## config.mk

```make
export PLATFORM = sky130hd
export DESIGN_NAME = if_id_queue
export DESIGN_NICKNAME = d
export VERILOG_FILES = /design/src/rtl/cpu_pkg.sv /design/src/rtl/pipe_fifo2.sv /design/src/rtl/if_id_queue.sv
export SDC_FILE = /design/constraint.sdc
export NUM_CORES = 1
export LEC_CHECK = 0
export CAP_MARGIN = 20
export CORE_AREA = 2 2 150 152
export DETAILED_ROUTE_END_ITERATION = 12
export DIE_AREA = 0 0 152 154
export GPL_TIMING_DRIVEN = 0
export REMOVE_ABC_BUFFERS = 1
export SLEW_MARGIN = 40
export SYNTH_ARGS = -nofsm -noshare
export SYNTH_HDL_FRONTEND = slang
export SYNTH_SLANG_ARGS = --single-unit
```

## constraint.sdc

```tcl
create_clock -name clk -period 6.8 [get_ports clk]
set_input_delay 1.36 -clock clk [delete_from_list [all_inputs] [get_ports clk]]
set_output_delay 1.36 -clock clk [all_outputs]
set_load 0.01 [all_outputs]
```

## src/rtl/cpu_pkg.sv

```systemverilog
// Shared CPU front-end constants: default datapath widths and the HALT encoding.
// Combinational constants only; no latency and no backpressure.
// Imported by the IF/ID queue and its storage.
package cpu_pkg;

    localparam int DEF_PC_W    = 64;
    localparam int DEF_INSTR_W = 32;
    localparam int OPCODE_W    = 11;

    localparam logic [OPCODE_W-1:0] HALT_OPCODE = 11'h7FF;

    function automatic logic is_halt(input logic [OPCODE_W-1:0] opcode);
        return opcode == HALT_OPCODE;
    endfunction

endpackage

```

## src/rtl/pipe_fifo2.sv

```systemverilog
// Two-entry register FIFO with 1-bit wrapping pointers and an entry count.
// Latency: a write is visible at rdata on the next cycle; no same-cycle bypass.
// Backpressure: none internally; the caller qualifies push/pop against count.
module pipe_fifo2 #(
    parameter int W = 96
) (
    input  logic         clk,
    input  logic         reset,
    input  logic         clear,
    input  logic         push,
    input  logic         pop,
    input  logic [W-1:0] wdata,
    output logic [W-1:0] rdata,
    output logic [1:0]   count
);

    logic [W-1:0] mem [2];
    logic         wr_ptr;
    logic         rd_ptr;

    // Reset and clear only touch control state; stale data is masked by count.
    always_ff @(posedge clk) begin
        if (reset || clear) begin
            wr_ptr <= 1'b0;
            rd_ptr <= 1'b0;
            count  <= 2'd0;
        end else begin
            if (push) begin
                mem[wr_ptr] <= wdata;
                wr_ptr      <= ~wr_ptr;
            end
            if (pop) begin
                rd_ptr <= ~rd_ptr;
            end
            case ({push, pop})
                2'b10:   count <= count + 2'd1;
                2'b01:   count <= count - 2'd1;
                default: count <= count;
            endcase
        end
    end

    assign rdata = (count != 2'd0) ? mem[rd_ptr] : '0;

endmodule

```

## src/rtl/if_id_queue.sv

```systemverilog
// IF/ID decoupling queue: up to two fetched {pc, instr} entries for decode, with flush and HALT stop.
// Latency: an accepted entry is presented on out_valid the following cycle.
// Backpressure: in_ready is registered-state only (not full, no HALT seen); full blocks push even on a pop.
module if_id_queue
    import cpu_pkg::*;
#(
    parameter int PC_W    = DEF_PC_W,
    parameter int INSTR_W = DEF_INSTR_W
) (
    input  logic                     clk,
    input  logic                     reset,
    input  logic                     in_valid,
    input  logic [PC_W-1:0]          in_pc,
    input  logic [INSTR_W-1:0]       in_instr,
    output logic                     in_ready,
    input  logic                     flush,
    output logic                     out_valid,
    input  logic                     out_ready,
    output logic [PC_W+INSTR_W-1:0]  out_buf,
    output logic                     halt_seen,
    output logic [1:0]               occupancy
);

    logic push;
    logic pop;
    logic push_is_halt;

    assign in_ready  = (occupancy != 2'd2) && !halt_seen;
    assign out_valid = (occupancy != 2'd0);

    assign push = in_valid && in_ready && !flush;
    assign pop  = out_valid && out_ready && !flush;

    assign push_is_halt = is_halt(in_instr[INSTR_W-1 -: OPCODE_W]);

    pipe_fifo2 #(
        .W (PC_W + INSTR_W)
    ) u_fifo (
        .clk   (clk),
        .reset (reset),
        .clear (flush),
        .push  (push),
        .pop   (pop),
        .wdata ({in_pc, in_instr}),
        .rdata (out_buf),
        .count (occupancy)
    );

    // HALT closes the intake but the HALT entry itself still drains to decode.
    always_ff @(posedge clk) begin
        if (reset || flush) begin
            halt_seen <= 1'b0;
        end else if (push && push_is_halt) begin
            halt_seen <= 1'b1;
        end
    end

    a_occ_range: assert property (@(posedge clk) disable iff (reset) occupancy != 2'd3);
    a_empty_zero: assert property (@(posedge clk) disable iff (reset) !out_valid |-> out_buf == '0);

endmodule

```

Word level (Yosys, flattened, before mapping)

Memory sizes are Yosys's and may differ from the RTL's. A register that Yosys moved wholly into a read port is not among the register bits.
Cells that the tools add are included.

Register bits: 5
RAM bits: 192
Bits of input ports: 101
Output and inout bits: 101
Memories: 1

Memory list:

| memory     | depth | bits a word | rd ports | clocked after Yosys merged registers in | write ports | RTL line         | source |
|---|---|---|---|---|---|---|---|
| u_fifo.mem | 2     | 96          | 1        | 1                                       | 1           | pipe_fifo2.sv:17 | `logic [W-1:0] mem [2];` |

Add/sub/neg operators: 2
Equal/unequal tests: 4
Mux-type cells: 7
Bitwise logic cells: 2
Reduce and logical (&&, ||, !) cells: 11

Operators by type and width:

| kind                 | count |
|---|---|
| $mux 96              | 1 |
| $eq 11x11->1 const B | 1 |
| $logic_and 1x1->1    | 6 |
| $mux 1               | 5 |
| $pmux 2 s2           | 1 |
| $reduce_bool 2->1    | 2 |
| $add 2x1->2 const B  | 1 |
| $eq 2x1->1 const B   | 1 |
| $eq 2x2->1 const B   | 1 |
| $logic_not 1->1      | 2 |
| $ne 2x2->1 const B   | 1 |
| $not 1->1            | 2 |
| $sub 2x1->2 const B  | 1 |
| $logic_or 1x1->1     | 1 |

Depth between registers and ports, before layout

Depth in word-level cells: 7
Gate-level depth with buffers: 8
Depth with buffers taken out: 8

Cells and area by module

Synthesis repeated with hierarchy kept, for this count alone.

Cell total of the unflattened synthesis: 440
Area total of the unflattened synthesis: 7,561.0 um^2

Modules (own cells, without submodules):

| module      | instances | cells an instance | area an instance (um^2) | seq. area each (um^2) |
|---|---|---|---|---|
| pipe_fifo2  | 1         | 427               | 7,442.1                 | 5,865.6 |
| if_id_queue | 1         | 13                | 118.9                   | 20.0 |

Least setup slack after synthesis

No wires, ideal clock.

Path type: input -> register
Start: input port in_valid
End: memory u_fifo.mem[0][0], enable pin
Library setup time: 551 ps
Arrival time: 5,706 ps
Data required time: 6,249 ps
Setup slack: 543 ps
Stages on the path: 3
Cell sequence: nor3b_2 -> nand2_1 -> nor2_1

Cells in the longest elaborated chain, start to end: 5

Ends and longest elaborated chain:

| item                           | RTL line          | source |
|---|---|---|
| from (decl)                    | if_id_queue.sv:12 | `input logic in_valid,` |
| $logic_and 1x1->1 (2 in a row) | if_id_queue.sv:31 | `assign push = in_valid && in_ready && !flush;` |
| $mux 1                         | pipe_fifo2.sv:28  | `if (push) begin` |
| $mux 1                         | pipe_fifo2.sv:23  | `if (reset \|\| clear) begin` |
| $mux 1 (not written as such)   | pipe_fifo2.sv:29  | `mem[wr_ptr] <= wdata;` |
| to (decl)                      | pipe_fifo2.sv:17  |  |

Every way passes these cells.

==> impl_metrics.yaml <==
global_route:
  grt_busiest_layer: "met2"
  antenna_found_initial: 0
  grt_pass1_vias: 4596
  grt_pass1_wl_mm: 24.5
  use_met2_pct: 21.9
  met3_usage_pct: 3.89
  grt_usage_pct: 13.4
  met1_usage_pct: 17.1
  overflow: 0
  grt_start_max_net_pins: 39
sta:
  period_share_pct: 53.9
  rsz0062_at_grt: "false"
  worstMarginPinSlew_ns: 0.530
  hold_viol: 0
  layout_setup_ws_ns: 3.14
  max_slew_margin_pct: 64.6
  fmax_mhz: 273
  finalSetupViolCount: 0
  skew_ns: 0.0111
  report.final.slew_viol_count: 0
  fin_crit_ns: 3.66
floorplan:
  rows: 54
  core_um2: 21700
  chipWidth_um: 152
  die-area_um2: 23400
  die_y_um: 154
  start_util_pct: 34.6
  io_pins: 202
drt:
  remaining_drc_errors: 0
  wl_per_cell_um: 16.4
  wl_mm: 15.5
  vias: 4336
  postRouteAntennaNets: 0
  firstDrtPassIters: 6
  vias_per_cell: 4.56
  drtIter0Drc: 146
power:
  leakage_nw: 3.34
  p_int_mw: 1.98
  seq_power_share_pct: 54.5
  p_sw_uw: 530
  irDropWorstVdd_uv: 152
  combPwrFrac_pct: 7.1
  clkPwrFrac_pct: 38.4
  swShare_pct: 21.1
  power_density_nw_per_um2: 235
setup_path:
  crit_path_end_kind: "output pin"
  cp_common_cell: "buf_12"
  crit_path_start_kind: "register"
  cp_top_family: "buffers and inverters"
  timing.critical_path.buf_inv: 3
  cp_data_arrival_time_ns: 2.30
  slowest_delay_ns: 0.57
  required_ns: 5.44
  crit_chain: "buf_12 -> buf_12 -> mux2i_1 -> nor2_1 -> clkdlybuf4s50_1"
  worstSetupPathType: "register to output pin"
  cp_max_fo: 32
  cp_slowest_cell: "clkdlybuf4s50_1"
final_layout:
  stdcell_count: 950
  final_common_cell: "clkdlybuf4s50_1"
  areaGrowthSynthToFinish_pct: 42.1
  fin_util_pct: 49.2
  fill_cells: 1864
  final_nets: 759
  final_cell_area_um2: 10700
  drive_gt1_share_pct: 7.76
  final_cell_mix: "clkdlybuf4s50_1, edfxtp_1, nor2_1"
  n_antenna_cell: 0
outcome:
  status: "completed"
placement:
  pre_cts_slack_ns: 3.10
  port_buffers: 201
  dp_hpwl_mm: 10.7
  placed_area_um2: 10100
  gp_congestion: 0.805
  dp.cells: 918
cts:
  cts_root_buffer: "clkbuf_16"
  cts_setup_buffers: 0
  cts_resized: 0
  numCtsBuffers: 17
  htreeDepth: 4
  cts_tree: "done"
  cts.clk_slew.worst_paths_ns: 0.07
  clk_latency_ns: 0.42
  clock_path_buffers: 2
  cts_sinks: 198
  cts_hold_buffers: 0
synthesis:
  synth-compound-area-share_pct: 0.217
  synth_cell_types: 25
  syn_inst: 444
  synth.avg_cell_area_um2: 16.9
  synth_xor_area_share_pct: 0.467
  synth-adder-area-share_pct: 0.167
  syn_area_um2: 7500
  yosysSeqAreaShare_pct: 78.4
  yosysTopAreaCell: "edfxtp_1"
  synth_top_family_by_area: "multiplexers"
  synth-simple-area-share_pct: 6.29
  synth_mux_area_share_pct: 12.8
  synth_seq_cells: 198
  ys_warn_count: 0
  synth_top_area_share_pct: 76.8
  ys_top_cells_by_area: "edfxtp_1, mux2i_1, nor2_1, dfxtp_1, buf_2"
job:
  max-cap-violations: 0
min_path:
  hp-class: "register to register"
## sequential cells by signal (all words and copies together) (netlist names), named ones only
register,flops
halt_seen,1
u_fifo.count,2
u_fifo.mem,192
u_fifo.rd_ptr,1
u_fifo.wr_ptr,1
## area by class of cell
cell class	instances	area (um^2)	area share, %
tap	280	350	3.28
inverter	2	7.51	0.0704
sequential	198	5890	55.2
clock inverter	15	148	1.38
multi-input combinational	222	1510	14.2
clock buffer	17	425	3.99
timing repair buffer	216	2330	21.9
## per-stage QoR
stage / power, mW / TNS [ns] / hold slack, ns
finish: 2.51 / 0 / 0.518
global route: 2.61 / 0 / 0.550
CTS: 2.55 / 0 / 0.524
detailed placement: 1.58 / 0 / 0.500
global placement: 1.57 / -231.84 / 0.488
floorplan: 1.45 / 0 / 0.472
## synth_stat cells, drive strengths merged
master  count
buf        16
and3        1
nor3b       1
dfxtp       6
inv         2
o21ai       1
a31oi       1
nor3        1
mux2i      96
or3         1
nand2       3
nor2      106
nand3       1
ha          1
edfxtp    192
nor2b       1
xor2        2
nand4       2
a21oi       1
or2         1
clkbuf      6
xnor2       2
## metal layers
metal  routed length (um)  up-vias
li1                     -     2069
met1                 6830     2107
met3                  884       16
met5                    0        -
met2                 7590      144
met4                  234        0
## kinds of logic after synthesis
kind of cell / count (synthesis)
DFF: 198
and+or+nand+nor: 118
muxes: 96
buffers and inverters: 24
xor gates and xnor gates: 4
AOI/OAI and AO/OA: 3
adders and majority gates: 1
## worst min-delay path, stage by stage, from the launching register on
cell     delay [ns]
dfxtp_1        0.32
xor2_1         0.08
nor2_1         0.08
## power by group through the flow
| stage | Sequential [mW] | Clock (mW) | Combinational, mW |
|---|---|---|---|
| global route | 1.37 | 1.05 | 0.193 |
| CTS | 1.37 | 0.999 | 0.182 |
| global placement | 1.40 | 0 | 0.163 |
| detailed placement | 1.40 | 0 | 0.181 |
| finish | 1.37 | 0.965 | 0.179 |
| floorplan | 1.40 | 0 | 0.0508 |
## worst paths after layout
| kind | depth (start not counted) | start | to | slack [ns] |
|---|---|---|---|---|
| worst max-delay path | 5 | register | out_buf[25] | 3.14 |
| worst min-delay path | 2 | u_fifo.rd_ptr | register | 0.52 |
| worst min register to register | 2 | u_fifo.rd_ptr | register | 0.52 |
| worst max register to register | 7 | u_fifo.count[0] | u_fifo.mem[0][7] | 4.33 |
(Power assumes the default switching activity.)
